--- src/rtl/token_encoder.sv ---
// Streaming word-to-token encoder: buffers a zero-delimited word, scans the vocabulary
// one entry per cycle and emits the lowest matching index. Optional: TOKEN_ENCODER_CASE_FOLD_EN.
module token_encoder #(
  parameter int DATA_WIDTH  = 8,
  parameter int MAX_LEN     = 8,
  parameter int VOCAB_DEPTH = 16,
  parameter int ID_WIDTH    = $clog2(VOCAB_DEPTH),
  parameter int LEN_WIDTH   = $clog2(MAX_LEN + 1)
) (
  input  logic                                clk,
  input  logic                                rst,
  input  logic                                in_valid,
  output logic                                in_ready,
  input  logic [DATA_WIDTH-1:0]               in_data,
  input  logic                                vocab_we,
  input  logic [ID_WIDTH+$clog2(MAX_LEN)-1:0] vocab_addr,
  input  logic [DATA_WIDTH-1:0]               vocab_din,
  output logic                                out_valid,
  input  logic                                out_ready,
  output logic [ID_WIDTH-1:0]                 out_id,
  output logic                                out_found,
  output logic [LEN_WIDTH-1:0]                out_len,
  output logic                                out_trunc,
  output logic                                busy
);
  localparam int POS_W = $clog2(MAX_LEN);

  typedef enum logic [1:0] {COLLECT, SEARCH, EMIT} state_e;

  state_e                state_q;
  logic [LEN_WIDTH-1:0]  len_q;
  logic                  trunc_q;
  logic [ID_WIDTH-1:0]   idx_q;
  logic [ID_WIDTH-1:0]   id_q;
  logic                  found_q;
  logic [DATA_WIDTH-1:0] buffer_q [MAX_LEN];
  logic [DATA_WIDTH-1:0] vocab_q  [VOCAB_DEPTH][MAX_LEN];

  logic                  entry_hit;
  logic                  vocab_wr_en;
  logic [ID_WIDTH-1:0]   wr_entry;
  logic [POS_W-1:0]      wr_pos;
  logic [DATA_WIDTH-1:0] char_d;

  function automatic logic [DATA_WIDTH-1:0] fold_char(input logic [DATA_WIDTH-1:0] c);
`ifdef TOKEN_ENCODER_CASE_FOLD_EN
    if (c >= DATA_WIDTH'(8'h41) && c <= DATA_WIDTH'(8'h5A)) return c | DATA_WIDTH'(8'h20);
`endif
    return c;
  endfunction

  assign in_ready  = (state_q == COLLECT);
  assign busy      = (state_q != COLLECT);
  assign out_valid = (state_q == EMIT);
  assign out_id    = id_q;
  assign out_found = found_q;
  assign out_len   = len_q;
  assign out_trunc = trunc_q;

  assign char_d      = fold_char(in_data);
  assign wr_entry    = vocab_addr[ID_WIDTH+POS_W-1:POS_W];
  assign wr_pos      = vocab_addr[POS_W-1:0];
  // The table only changes between words, so a scan always sees a frozen vocabulary.
  assign vocab_wr_en = vocab_we && (state_q == COLLECT) && (len_q == '0);

  // NOTE: every always_comb output gets a default before any conditional update, so no latch is inferred.
  always_comb begin
    entry_hit = 1'b1;
    for (int p = 0; p < MAX_LEN; p++) begin
      if (vocab_q[idx_q][p] != buffer_q[p]) entry_hit = 1'b0;
    end
  end

  // NOTE: the vocabulary is a register array that must read as zero after reset, so it is reset like any other state.
  always_ff @(posedge clk or posedge rst) begin
    if (rst) begin
      for (int e = 0; e < VOCAB_DEPTH; e++) begin
        for (int p = 0; p < MAX_LEN; p++) vocab_q[e][p] <= '0;
      end
    end else if (vocab_wr_en) begin
      vocab_q[wr_entry][wr_pos] <= vocab_din;
    end
  end

  // NOTE: sequential state uses non-blocking assignments so every register samples pre-edge values.
  always_ff @(posedge clk or posedge rst) begin
    if (rst) begin
      state_q <= COLLECT;
      len_q   <= '0;
      trunc_q <= 1'b0;
      idx_q   <= '0;
      id_q    <= '0;
      found_q <= 1'b0;
      for (int i = 0; i < MAX_LEN; i++) buffer_q[i] <= '0;
    end else begin
      case (state_q)
        COLLECT: begin
          if (in_valid) begin
            if (in_data != '0) begin
              if (len_q < LEN_WIDTH'(MAX_LEN)) begin
                for (int i = 0; i < MAX_LEN; i++) begin
                  if (LEN_WIDTH'(i) == len_q) buffer_q[i] <= char_d;
                end
                len_q <= len_q + LEN_WIDTH'(1);
              end else begin
                trunc_q <= 1'b1;
              end
            end else if (len_q != '0) begin
              state_q <= SEARCH;
              idx_q   <= '0;
            end
          end
        end
        SEARCH: begin
          // A truncated word walks the whole table so miss latency is fixed.
          if (entry_hit && !trunc_q) begin
            found_q <= 1'b1;
            id_q    <= idx_q;
            state_q <= EMIT;
          end else if (idx_q == ID_WIDTH'(VOCAB_DEPTH - 1)) begin
            found_q <= 1'b0;
            id_q    <= '0;
            state_q <= EMIT;
          end else begin
            idx_q <= idx_q + ID_WIDTH'(1);
          end
        end
        EMIT: begin
          if (out_ready) begin
            state_q <= COLLECT;
            len_q   <= '0;
            trunc_q <= 1'b0;
            id_q    <= '0;
            found_q <= 1'b0;
            for (int i = 0; i < MAX_LEN; i++) buffer_q[i] <= '0;
          end
        end
        default: state_q <= COLLECT;
      endcase
    end
  end
endmodule

--- config.mk ---
export PLATFORM = sky130hd
export DESIGN_NAME = token_encoder
export DESIGN_NICKNAME = d
export VERILOG_FILES = /design/src/rtl/token_encoder.sv
export SDC_FILE = /design/constraint.sdc
export NUM_CORES = 2
export LEC_CHECK = 0
export BUFFER_PORTS_ARGS = -buffer_cell sky130_fd_sc_hd__buf_4
export CAP_MARGIN = 30
export CELL_PAD_IN_SITES_DETAIL_PLACEMENT = 1
export CELL_PAD_IN_SITES_GLOBAL_PLACEMENT = 1
export CORE_UTILIZATION = 55
export DETAILED_ROUTE_END_ITERATION = 10
export GPL_ROUTABILITY_DRIVEN = 0
export PLACE_DENSITY_LB_ADDON = 0.3
export SYNTH_ARGS = -nofsm -noshare
export SYNTH_HDL_FRONTEND = slang
export SYNTH_SLANG_ARGS = --single-unit
--- constraint.sdc ---
create_clock -name clk -period 56.9 [get_ports clk]
set_input_delay 2.845 -clock clk [delete_from_list [all_inputs] [get_ports clk]]
set_output_delay 2.845 -clock clk [all_outputs]
set_load 0.02 [all_outputs]
# Yosys cells after proc, flatten, opt, wreduce, memory -nomap -nowiden
# Index checks and enable logic that the tools add are counted.
dict set report classes {
  n_addsub 2
  n_lt_le_gt_ge 6
  n_eq_ne 36
  n_mux 58
  n_bitwise 3
  n_reduce_logical 27
}
# operator count
set op_table {}
lappend op_table {{$bwmux W1024} 1}
lappend op_table {{$mux W64} 7}
lappend op_table {{$bmux W64 S4} 1}
lappend op_table {{$demux W64 S4} 1}
lappend op_table {{$pmux W64 S2} 1}
lappend op_table {{$mux W8} 9}
lappend op_table {{$ne A8 B8 Y1} 8}
lappend op_table {{$reduce_and A6 Y1} 9}
lappend op_table {{$mux W4} 11}
lappend op_table {{$demux W8 S3} 1}
lappend op_table {{$ne A2 B1 Y1 const B} 12}
lappend op_table {{$pmux W4 S2} 3}
lappend op_table {{$eq A3 B4 Y1 const A} 4}
lappend op_table {{$reduce_and A5 Y1} 3}
lappend op_table {{$mux W1} 14}
lappend op_table {{$mux W2} 6}
lappend op_table {{$ge A5 B5 Y1 const B} 2}
lappend op_table {{$ne A2 B2 Y1 const B} 5}
lappend op_table {{$not A4 Y5} 2}
lappend op_table {{$add A4 B1 Y4 const B} 2}
lappend op_table {{$eq A2 B4 Y1 const A} 2}
lappend op_table {{$reduce_bool A2 Y1} 4}
lappend op_table {{$reduce_bool A8 Y1} 1}
lappend op_table {{$pmux W2 S3} 1}
lappend op_table {{other kinds (17)} 22}
dict set report word_totals {
  ff_bits 1104
  input_bits 28
  out_inout_bits 13
}

# Longest topological paths before layout
dict set report logic_depth {
  word_depth 16
  ltp_mapped 17
}

# Least setup slack after synthesis
# OpenSTA, ideal clock, no wires.
dict set report synth_path {
  path_type {input to register}
  from {input port vocab_we}
  to {register vocab_q[968] (netlist name)}
  setup_time_ns 0.125
  arrival_ns 4.396
  t_required_ns 56.775
  path_slack_ns 52.379
  path_stages 7
  path_cell_list {nand4_1 > nor2_1 > and3_1 > clkbuf_1 > clkbuf_1 > nand2_1 > mux2_2}
}
dict set report synth_via {
  elab_chain_cells 2
}
# element line
set synth_rtl {}
lappend synth_rtl {{start: declaration} 15} ;# input logic vocab_we,
lappend synth_rtl {{$logic_and A1 B1 Y1 (2 in a row)} 64} ;# assign vocab_wr_en = vocab_we && (state_q == COLLECT) && (len_q == '0);
lappend synth_rtl {{end signal: indexed assignment} 81} ;# vocab_q[wr_entry][wr_pos] <= vocab_din;
lappend synth_rtl {{end: declaration} 37} ;# logic [DATA_WIDTH-1:0] vocab_q [VOCAB_DEPTH][MAX_LEN];
# Every way passes these cells.
# A chain may end at the register's enable or synchronous reset.

==> run_results.csv <==
group,metric,value,unit
hold_path,whs_endpoint,"vocab_q[738]$_DFFE_PP0P_",
clocking,worstSkewPairLatency,720,ps
sta,setup_ws,50030,ps
logic_synthesis,ys_ff_latch,1104,
placed_design,port-buffer-count,40,
routing,drtAntennaViolNets,0,
critical_path,worstSetupStartpointType,"input port",
clocking,h-tree-depth,3,
die,fp.dieH,307,um
cells_and_area,layout_common_cells,"mux2_2 (1108), dfrtp_1 (1100), mux4_2 (174)",
power,p_sw,0.776,mW
grt,globalRouteMet3Util,6.86,%
hold_path,min_path_cells,1,
grt,grt_usage,33.9,%
grt,grt_overflow,0,
power,seq_power_share,39.2,%
power,combPwrFrac,27.2,%
cells_and_area,final_area,56500,sq um
placed_design,placed_area,52400,sq um
critical_path,critPathCaptureType,"async pin",
logic_synthesis,avgSynthCellArea,14.5,sq um
critical_path,max_stage_delay,850,ps
routing,routed_via_density,6.64,
routing,drc_errors,0,
routing,avgRoutedWirePerCell,32.3,um
sta,setup_violations,0,
sta,finalSetupTns,0,ps
logic_synthesis,yosys_warnings,0,
routing,dr.pass1.iters,6,
grt,gr-max-usage-layer,"met2",
clocking,numCtsBuffers,114,
logic_synthesis,synthArstFlopShare,100,%
critical_path,path_cells,"buf_4 > inv_8 > buf_16 > buf_4 > buf_4 > buf_4 > buf_4 > buf_16 > buf_4 > buf_16",
grt,grt_pass1_vias,35400,
critical_path,path_buf_inv,10,
logic_synthesis,synth_flop_cell,"dfrtp_1",
sta,drv_slew,0,
clocking,clock_sinks,1104,
critical_path,cp_top_family,"buffers and inverters",
critical_path,cp_max_fo,99,
sta,rsz0062_at_grt,"no",
outcome,status,"completed",
routing,vias,32200,
logic_synthesis,synth_cell_type_count,77,
sta,worst_pin_slew,1120,ps
grt,use_met1,45.6,%
power,p_leak,27.1,nW
power,internal-power,1.51,mW
sta,finClkSkew,36.1,ps
clocking,clockBufferDepth,3,
clocking,cts_resized,0,
job,maxCapViolCount,0,
critical_path,crit_cells,10,
sta,fin_crit_sh,12.1,%
cells_and_area,nNetsFinal,3541,
cells_and_area,area_growth,10.3,%
routing,wl,157000,um
logic_synthesis,synth-edff-count,0,
logic_synthesis,syn_inst,3534,
hold_path,hold_path_startpoint,"vocab_q[738]$_DFFE_PP0P_",
power,clkPwrFrac,33.6,%
power,irDropWorstVdd,39.7,uV
clocking,path_clk_slew,60,ps
critical_path,path_class,"in2async",
cells_and_area,drive_gt1_share,44.0,%
critical_path,required,57750,ps
die,die-area,94400,sq um
clocking,cts_tree,"yes",
placed_design,post-place-ws,48420,ps
cells_and_area,final_common_cell,"mux2_2",
sta,slew_headroom,25.2,%
critical_path,timing.rr.start,"idx_q[1]$_DFFE_PP0P_",
logic_synthesis,yosysSeqAreaShare,53.9,%
clocking,post_cts_buffers,0,
logic_synthesis,synth_area,51200,sq um
critical_path,arrival,7720,ps
grt,use_met2,53.7,%
hold_path,hp-class,"reg2reg",
critical_path,cp_common_cell,"buf_4",
power,switching_share,33.9,%
die,io_pins,41,
die,initial_core_util,55.7,%
critical_path,r2r-end,"idx_q[1]$_DFFE_PP0P_",
grt,grt_antenna_before_repair,5,
power,power.density,40.5,nW/um^2
logic_synthesis,syn-num-nets,3567,
die,die_w,307,um
clocking,hold_buffers,0,
sta,maxClockFrequency,0.146,GHz
grt,grt_max_degree,183,
sta,finalHoldViolations,0,
critical_path,r2r_cells,12,
placed_design,place_inst,4626,
die,core_area,91900,sq um
critical_path,cpMaxStageDelayCell,"buf_4",
routing,detail_route.iter0.violations,2933,
cells_and_area,fin_cells,4846,
grt,grt_pass1_wl,237000,um
placed_design,hpwl,101000,um
clocking,cts-root-buf,"clkbuf_16",
sta,hold_ws,499,ps
die,rows,111,
sta,layout_min_cycle_time,6870,ps
critical_path,r2r_slack,50880,ps
cells_and_area,fillers,8324,
[power groups by stage]
stage / Combinational (mW) / Sequential (mW) / Clock, mW
2_1_floorplan: 0.421 / 0.880 / 0
3_3_place_gp: 0.587 / 0.901 / 0
3_5_place_dp: 0.603 / 0.908 / 0
4_1_cts: 0.607 / 0.895 / 0.777
5_1_grt: 0.643 / 0.902 / 0.806
6_report: 0.621 / 0.897 / 0.768
[stage by stage]
stage          power [mW]  util, %
2_1_floorplan        1.30        -
3_3_place_gp         1.49     56.9
3_5_place_dp         1.51     57.0
4_1_cts              2.28     61.2
5_1_grt              2.35     61.4
6_report             2.29     61.4
[flip-flops by register name, summed over array words and instances, names as in the netlist]
signal and cells:
out_found 1, out_trunc 1, out_len 4, vocab_q 1024
state_q 2, idx_q 4, buffer_q 64, out_id 4
[Yosys cell counts, types with 6 or more instances]
| master | instances | area (sq um) |
|---|---|---|
| inv_1 | 11 | 41.3 |
| clkbuf_1 | 155 | 582 |
| a22oi_1 | 37 | 278 |
| o22ai_1 | 17 | 106 |
| a221oi_1 | 45 | 394 |
| and3_1 | 14 | 87.6 |
| dfrtp_1 | 1104 | 27600 |
| nand4_1 | 18 | 113 |
| buf_4 | 18 | 135 |
| buf_2 | 28 | 140 |
| mux2_2 | 1108 | 12500 |
| a31oi_1 | 6 | 37.5 |
| nand2_1 | 137 | 514 |
| buf_6 | 14 | 158 |
| a21oi_1 | 50 | 250 |
| xnor2_1 | 14 | 123 |
| nor2_1 | 134 | 503 |
| buf_1 | 19 | 71.3 |
| nand2b_1 | 14 | 87.6 |
| xor2_1 | 22 | 193 |
| a21o_1 | 7 | 52.6 |
| a221o_1 | 7 | 70.1 |
| o21ai_0 | 22 | 110 |
| nand3_1 | 27 | 135 |
| nor4_1 | 8 | 50.1 |
| and2_1 | 14 | 87.6 |
| a22o_1 | 10 | 87.6 |
| mux4_2 | 174 | 3920 |
| nor3_1 | 21 | 105 |
| mux2i_1 | 161 | 1610 |
| nor2b_1 | 14 | 87.6 |
[worst reg2reg max path: stages (launching register included)]
cell and delay (ps):
dfrtp_4 960, buf_12 520, and2_1 820, buf_4 530
a221oi_1 260, nor3_1 670, o32ai_1 210, a211o_1 300
or4_1 550, nor4_2 420, nand4_4 240, and3_1 260
a31o_1 180
[kinds of logic after synthesis]
kind of cell / count (synthesis) / synth area share [%]
adders and majority gates: 5 / 0.122
buffers and inverters: 255 / 2.50
DFF: 1104 / 53.9
AOI/OAI and AO/OA: 263 / 3.76
muxes: 1446 / 35.2
xor gates and xnor gates: 36 / 0.615
and+or+nand+nor: 425 / 3.87
[routing by layer]
metal  up-vias  wire [um]
li1      13000          -
met1     17600      63400
met2      1138      75200
met3       348      11100
met4         6       7040
met5         -         37
[worst max-delay path by stage]
stage          startpoint                       end  slack (ps)
5_1_grt               rst  vocab_q[191]$_DFFE_PP0P_       49380
2_1_floorplan         rst   buffer_q[0]$_DFFE_PP0P_       22970
3_3_place_gp          rst  vocab_q[202]$_DFFE_PP0P_       48900
3_5_place_dp          rst  vocab_q[521]$_DFFE_PP0P_       48420
6_report              rst  vocab_q[138]$_DFFE_PP0P_       50030
4_1_cts               rst  vocab_q[191]$_DFFE_PP0P_       49150
[final cells by class]
cell class                 instances  area, sq um  area share [%]
antenna                            1         2.50         0.00443
clock buffer                     183         3520            6.24
clock inverter                    27          358           0.633
inverter                          13         56.3          0.0997
multi-input combinational       2175        22300            39.6
sequential                      1104        27600            48.9
tap                             1243         1560            2.75
timing repair buffer             100         1000            1.78
No activity file was read; power rests on OpenSTA's default activity.
